`config.mk`:
```
export PLATFORM = sky130hd
export DESIGN_NAME = channel_accumulator
export DESIGN_NICKNAME = d
export VERILOG_FILES = /design/src/rtl/channel_accumulator.sv
export SDC_FILE = /design/constraint.sdc
export NUM_CORES = 1
export LEC_CHECK = 0
export ABC_AREA = 1
export CORE_MARGIN = 4
export CORE_UTILIZATION = 35
export CTS_BUF_LIST = sky130_fd_sc_hd__clkbuf_16
export CTS_CLUSTER_SIZE = 30
export DETAILED_ROUTE_END_ITERATION = 10
export GPL_TIMING_DRIVEN = 0
export SKIP_LAST_GASP = 1
export SYNTH_ARGS = -nofsm -noshare
export SYNTH_HDL_FRONTEND = slang
export SYNTH_SLANG_ARGS = --single-unit
```
`constraint.sdc`:
```
create_clock -name clk -period 4.95 [get_ports clk]
set_input_delay 0.495 -clock clk [delete_from_list [all_inputs] [get_ports clk]]
set_output_delay 0.495 -clock clk [all_outputs]
set_load 0.005 [all_outputs]
```
`src/rtl/channel_accumulator.sv`:
```
// ---------------------------------------------------------------------------
// channel_accumulator
//
// Downstream stage of the 3x3 convolution adder tree. Each accepted input beat
// is one signed partial sum for one input channel. NUM_CHANNELS consecutive
// sums are added in a wide accumulator. The result is saturated to DATA_WIDTH
// and presented as one output pixel.
//
// Ports:
//   clk        - system clock, rising edge
//   rst_n      - asynchronous active-low reset
//   clear      - synchronous abort of the partial accumulation
//   in_valid   - in_data is valid
//   in_ready   - block can accept in_data this cycle
//   in_data    - signed partial sum from the adder tree
//   out_valid  - out_data is valid
//   out_ready  - consumer accepts out_data this cycle
//   out_data   - saturated accumulated pixel
//   out_sat    - 1 when saturation was applied to out_data
//
// Optional feature:
//   CHANNEL_ACCUMULATOR_RELU_EN - when defined, ReLU is applied after
//   saturation. out_sat still reflects the pre-ReLU saturation.
// ---------------------------------------------------------------------------
module channel_accumulator #(
  parameter int DATA_WIDTH   = 16,
  parameter int ACC_WIDTH    = 32,
  parameter int NUM_CHANNELS = 3
) (
  input  logic                  clk,
  input  logic                  rst_n,
  input  logic                  clear,
  input  logic                  in_valid,
  output logic                  in_ready,
  input  logic [DATA_WIDTH-1:0] in_data,
  output logic                  out_valid,
  input  logic                  out_ready,
  output logic [DATA_WIDTH-1:0] out_data,
  output logic                  out_sat
);

  localparam int CNT_W = (NUM_CHANNELS > 1) ? $clog2(NUM_CHANNELS) : 1;
  localparam logic [CNT_W-1:0] LAST_CH = CNT_W'(NUM_CHANNELS - 1);

  // Representable range of the output, expressed in accumulator width.
  localparam logic signed [ACC_WIDTH-1:0] SAT_MAX = ACC_WIDTH'((2 ** (DATA_WIDTH - 1)) - 1);
  localparam logic signed [ACC_WIDTH-1:0] SAT_MIN = ~SAT_MAX;

  logic signed [ACC_WIDTH-1:0]  acc_q, acc_d;
  logic        [CNT_W-1:0]      ch_cnt_q, ch_cnt_d;
  logic                         out_valid_q, out_valid_d;
  logic        [DATA_WIDTH-1:0] out_data_q, out_data_d;
  logic                         out_sat_q, out_sat_d;

  logic                         in_beat;
  logic                         out_beat;
  logic                         is_final;
  logic signed [ACC_WIDTH-1:0]  in_ext;
  logic signed [ACC_WIDTH-1:0]  acc_base;
  logic signed [ACC_WIDTH-1:0]  sum;
  logic        [DATA_WIDTH-1:0] sat_data;
  logic                         sat_flag;
  logic        [DATA_WIDTH-1:0] pixel;

  // A new beat is accepted whenever the output slot is empty or being drained.
  assign in_ready = !out_valid_q || out_ready;
  assign in_beat  = in_valid && in_ready;
  assign out_beat = out_valid_q && out_ready;
  assign is_final = (ch_cnt_q == LAST_CH);

  // Channel 0 starts a fresh sum, so the stale accumulator is ignored there.
  // With a single channel the count never leaves 0, which covers that case.
  assign in_ext   = ACC_WIDTH'($signed(in_data));
  assign acc_base = (ch_cnt_q == '0) ? '0 : acc_q;
  assign sum      = acc_base + in_ext;

  always_comb begin
    sat_flag = 1'b0;
    sat_data = sum[DATA_WIDTH-1:0];
    if (sum > SAT_MAX) begin
      sat_flag = 1'b1;
      sat_data = {1'b0, {(DATA_WIDTH-1){1'b1}}};
    end else if (sum < SAT_MIN) begin
      sat_flag = 1'b1;
      sat_data = {1'b1, {(DATA_WIDTH-1){1'b0}}};
    end
  end

`ifdef CHANNEL_ACCUMULATOR_RELU_EN
  // Negative pixels are clamped to zero after saturation.
  assign pixel = sat_data[DATA_WIDTH-1] ? '0 : sat_data;
`else
  assign pixel = sat_data;
`endif

  // Clear only aborts the accumulation; a pending output is still drained
  // normally. A final beat coinciding with an output beat reloads the output
  // register so pixels can stream back to back.
  always_comb begin
    acc_d       = acc_q;
    ch_cnt_d    = ch_cnt_q;
    out_valid_d = out_valid_q;
    out_data_d  = out_data_q;
    out_sat_d   = out_sat_q;
    if (out_beat) begin
      out_valid_d = 1'b0;
    end
    if (clear) begin
      acc_d    = '0;
      ch_cnt_d = '0;
    end else if (in_beat) begin
      if (is_final) begin
        ch_cnt_d    = '0;
        out_valid_d = 1'b1;
        out_data_d  = pixel;
        out_sat_d   = sat_flag;
      end else begin
        acc_d    = sum;
        ch_cnt_d = ch_cnt_q + CNT_W'(1);
      end
    end
  end

  always_ff @(posedge clk or negedge rst_n) begin
    if (!rst_n) begin
      acc_q       <= '0;
      ch_cnt_q    <= '0;
      out_valid_q <= 1'b0;
      out_data_q  <= '0;
      out_sat_q   <= 1'b0;
    end else begin
      acc_q       <= acc_d;
      ch_cnt_q    <= ch_cnt_d;
      out_valid_q <= out_valid_d;
      out_data_q  <= out_data_d;
      out_sat_q   <= out_sat_d;
    end
  end

  assign out_valid = out_valid_q;
  assign out_data  = out_data_q;
  assign out_sat   = out_sat_q;

endmodule

```
### After elaboration in Yosys (flattened, before gate mapping)

Index checks and enable logic that the tools add are counted.

* reduce and logical (&&, ||, !) cells: 8
* equality and inequality tests: 2
* add/sub/neg operators: 2
* mux-type cells: 15
* div/mod/pow operators: 0
* magnitude comparators: 2
* shift operators: 0
* multipliers: 0
* bitwise gates (word level): 1

Operators by type and width (count)
* 32-bit two-way mux: 4
* 32-bit by 16-bit adder with 32-bit output: 1
* 32-bit by 16-bit > comparator with 1-bit output (second input constant): 1
* 32-bit by 16-bit < comparator with 1-bit output (second input constant): 1
* 16-bit two-way mux: 2
* 1-bit two-way mux: 6
* 2-bit two-way mux: 3
* 3-bit AND reduction: 1
* 2-bit by 1-bit adder with 2-bit output (second input constant): 1
* 2-bit == test (second input constant): 1
* 1-bit logical AND: 2
* 2-bit zero test: 1
* 2-bit != test (second input constant): 1
* 2-bit AND reduction: 1
* 2-bit nonzero test: 1
* 1-bit zero test: 1
* 1-bit logical OR: 1
* 1-bit inverter: 1

* word-level logic and storage cells: 35
* bits in latches: 0
* memory bits (writable): 0
* register bits after elaboration: 52
* output and inout bits: 19
* bits in read-only memories: 0
* input bits: 21
* memories kept: 0

### Logic depth before layout (Yosys ltp)

* word-level depth: 6
* gate-level depth with buffers: 25
* depth with buffers taken out: 23

### Least setup slack after synthesis

No wires, ideal clock.

* kind: flip-flop to flip-flop
* start point: register ch_cnt_q[1]
* end point: register out_data_q[13], in the netlist out_data[13]
* slack: 2.026 ns
* buffers on the path: 2
* library setup time: 0.117 ns
* required time: 4.833 ns
* clock period less this slack: 2.924 ns
* stages on the path, launching flop included: 22
* arrival time: 2.807 ns
* cells stage by stage: dfrtp_1 nor2_1 clkbuf_1 nor2_1 fa_1 nand3_1 nand3_1 nand2_1 nand3_1 nand2_1 nand3b_1 nand2_2 nand2_1 nor2_1 nand2_1 nor2_1 nand3b_1 nand2_4 buf_8 nand2_1 nand2_1 nand2_1

* longest elaborated chain between the ends: 6
* elaborated cells between the ends (all ways): 9
* those cells by class: add/sub: 1; order compare: 2; eq/ne: 1; mux: 3; reduce/logical: 2

Ends and longest elaborated chain
* from (decl): line 50 `logic [CNT_W-1:0] ch_cnt_q, ch_cnt_d;`
* from (signal assigned): line 133 `ch_cnt_q <= ch_cnt_d;`
* 2-bit zero test: line 74 `assign acc_base = (ch_cnt_q == '0) ? '0 : acc_q;`
* 32-bit two-way mux: line 74
* 32-bit by 16-bit adder with 32-bit output: line 75 `assign sum = acc_base + in_ext;`
* 32-bit by 16-bit < comparator with 1-bit output: line 83 `end else if (sum < SAT_MIN) begin`
* 16-bit two-way mux: line 83
* 16-bit two-way mux: line 80 `if (sum > SAT_MAX) begin`
* to (signal assigned): line 135 `out_data_q <= out_data_d;`
* to (decl): line 52 `logic [DATA_WIDTH-1:0] out_data_q, out_data_d;`

Several ways; a longest one is shown, not always the timed one.
A chain may end at the register's enable or synchronous reset.

### Final worst setup path

* start point: register ch_cnt_q[1]
* end point: register out_data_q[14], in the netlist out_data[14]

The elaborated chain is that of the path after synthesis.

==> impl_metrics.toml <==
[finish]
layout.nets = 876
final_cells = 1000
syn2layout_area_growth_pct = 16.42
drive_gt1_share_pct = 5.583
diodes = 0
post-route-util_pct = 41.52

[clocking]
cts_root_buf = "clkbuf_16"
cts.sinks = 52
cts_hold_buf = 0
htreeDepth = 2
clk-insertion-delay-late_ns = 0.30
cts.clk_slew.worst_paths_ns = 0.07
post_cts_resized = 0
clock_path_buffers = 2
post_cts_buffers = 0
cts_tree = "built"
cts_buffers = 5

[critical_path]
slowest_stage = "fa_1"
crit_family = "simple AND/OR/NAND/NOR gates"
critical_path.max_stage_delay_ns = 0.52
cp.arrival_ns = 4.14
worstPathCellList = "nor2_1, clkbuf_1, nor2_1, fa_1, nand3_1, nand3_1, nand3_1, nand3_2, nand2_1, nand2_1, nand2_1, nand2_1, nor2_1, nand3_1, nor2_1, nand3_1, nand2_2, buf_6, nand2_1, nand2_1, nand2_1, nand2_1"
critPathKind = "reg -> reg"
crit_top_cell = "nand2_1"
crit_path_start_kind = "flip-flop"
end_kind = "flip-flop"
critPathRequiredTime_ns = 5.18
crit_fanout = 10
r2r_slack_ns = 1.04
path_buf_inv = 2

[timing]
fin_tns_setup_ns = 0
report.final.slew_viol_count = 0
fin_crit_ns = 3.907
timing_hold_violations_final = 0
period_share_pct = 78.93
tightest_slew_ns = 0.8652
fin_worst_skew_ns = 0.008624
setup_viol = 0
fmax_ghz = 0.2559
rsz0062_at_grt = "no"
max_slew_margin_pct = 42.14

[synthesis]
synth_fp_nets = 829
seq_area_frac_synth_pct = 27.55
ys_types = 35
ys_top_cells_by_area = "dfrtp_1, nand2_1, inv_1"
ys_async_sr_fraction_pct = 100.0
syn_avg_cell_area_um2 = 6.087
synth_top_cell_area_share_pct = 27.55
synthCells = 776
netlist_top_cells_count = "nand2_1, inv_1, nor2_1, dfrtp_1, nand3_1"
ys_ff_latch = 52
synth.most_common_cell = "nand2_1"
synth_top_area_cell = "dfrtp_1"
synth_warnings = 0
synth-main-ff-cell = "dfrtp_1"
synth-edff-count = 0
syn_area_um2 = 4723

[global_routing]
grt_pass1_wl_um = 21850
antenna_found_initial = 0
grt_pass1_vias = 4332
track_usage_pct = 18.08
grt_max_degree = 30
grt_overflow = 0

[power]
p_leak_nw = 3.033
p_per_area_nw_per_um2 = 287.3
ir_worst_vdd_mv = 0.1550
power_w = 0.001580

[detailed_routing]
routed_via_density = 4.623
drt_iter0_drc = 290
vias = 4623
wl_um = 13250
wl_per_cell_um = 13.25
drcViolationCount = 0
drtAntennaViolNets = 0
firstDrtPassIters = 4

[die]
die-width_um = 124.2
io_pins = 40
die-height_um = 124.2
core_area_um2 = 13240
rows = 42
design.die.area_um2 = 15420
floorplan.initialDensity_pct = 35.67

[placement]
dp_hpwl_um = 11030
numPortBuffers = 39
placed_cells = 992
place.gp.congestion = 0.9397

[outcome]
outcome = "finished clean"

[hold_path]
hold_path.class = "in -> async"

[job]
maxCapViolations = 0
-- final cells by class --
cell class	instances	area, um2
clock buffer	5	125.1
sequential	52	1301
multi-input combinational	580	2859
fill	1479	7744
buffer	13	71.32
inverter	131	491.7
tap	176	220.2
timing repair buffer	40	405.4
clock inverter	3	25.02
-- kinds of logic after synthesis --
family                   count (synthesis)  synth area share [%]
AO/OA/AOI/OAI                           66                 7.603
XOR/XNOR                                15                 2.941
adder cells (fa/ha/maj)                 32                 8.636
buffers and inverters                  144                 11.92
flip-flops                              52                 27.55
AND/OR/NAND/NOR                        467                 41.35
-- through the flow --
step	hold WS [ns]	setup WS, ns	cell area [um2]
final	0.1832	1.043	5499
after floorplan	0.1994	2.026	4723
after global placement	0.4626	0.9947	5334
after global routing	0.2382	0.6930	5499
after CTS	0.2010	0.9996	5499
after detailed placement	0.4665	0.9646	5349
-- sequential cells by signal, summed over array words and instances, names as in the netlist --
name	flops
acc_q	32
ch_cnt_q	2
out_data	16
out_sat	1
out_valid	1
-- cells in the final DEF, fill, tap and decap left out, drive strengths merged --
cell	count
a21oi	21
a22o	1
a31oi	1
and2	3
and3	1
buf	5
clkbuf	15
clkdlybuf4s50	38
clkinv	1
clkinvlp	1
dfrtp	52
fa	1
ha	31
inv	132
nand2	308
nand3	40
nand3b	4
nand4	7
nor2	93
nor3	10
o21ai	30
o21bai	3
o22ai	10
or2	1
xnor2	2
xor2	13
-- worst paths after layout --
path                         startpoint           end  cells after the start
min in group clk           out_data[13]  out_data[13]                      2
max reg2reg                 ch_cnt_q[1]  out_data[14]                     22
max                         ch_cnt_q[1]  out_data[14]                     22
min reg2reg                out_data[13]  out_data[13]                      2
max in group asynchronous         rst_n     acc_q[26]                      2
min                               rst_n      acc_q[2]                      1
-- power by group --
part           internal [W]  switching (W)  total (W)  leakage [nW]
Combinational      0.000279       0.000385   0.000664          2.29
Sequential         0.000520      0.0000401   0.000560         0.673
Clock              0.000191       0.000165   0.000356        0.0708
-- layer usage --
metal,track usage [%],share of wire [%],up-vias
met1,26.84,52,2058
met5,0,0,-
met3,1.544,2.8,16
met2,28.07,43,79
li1,-,-,2470
met4,4.928,2.0,0
No activity file was read; power rests on OpenSTA's default activity.
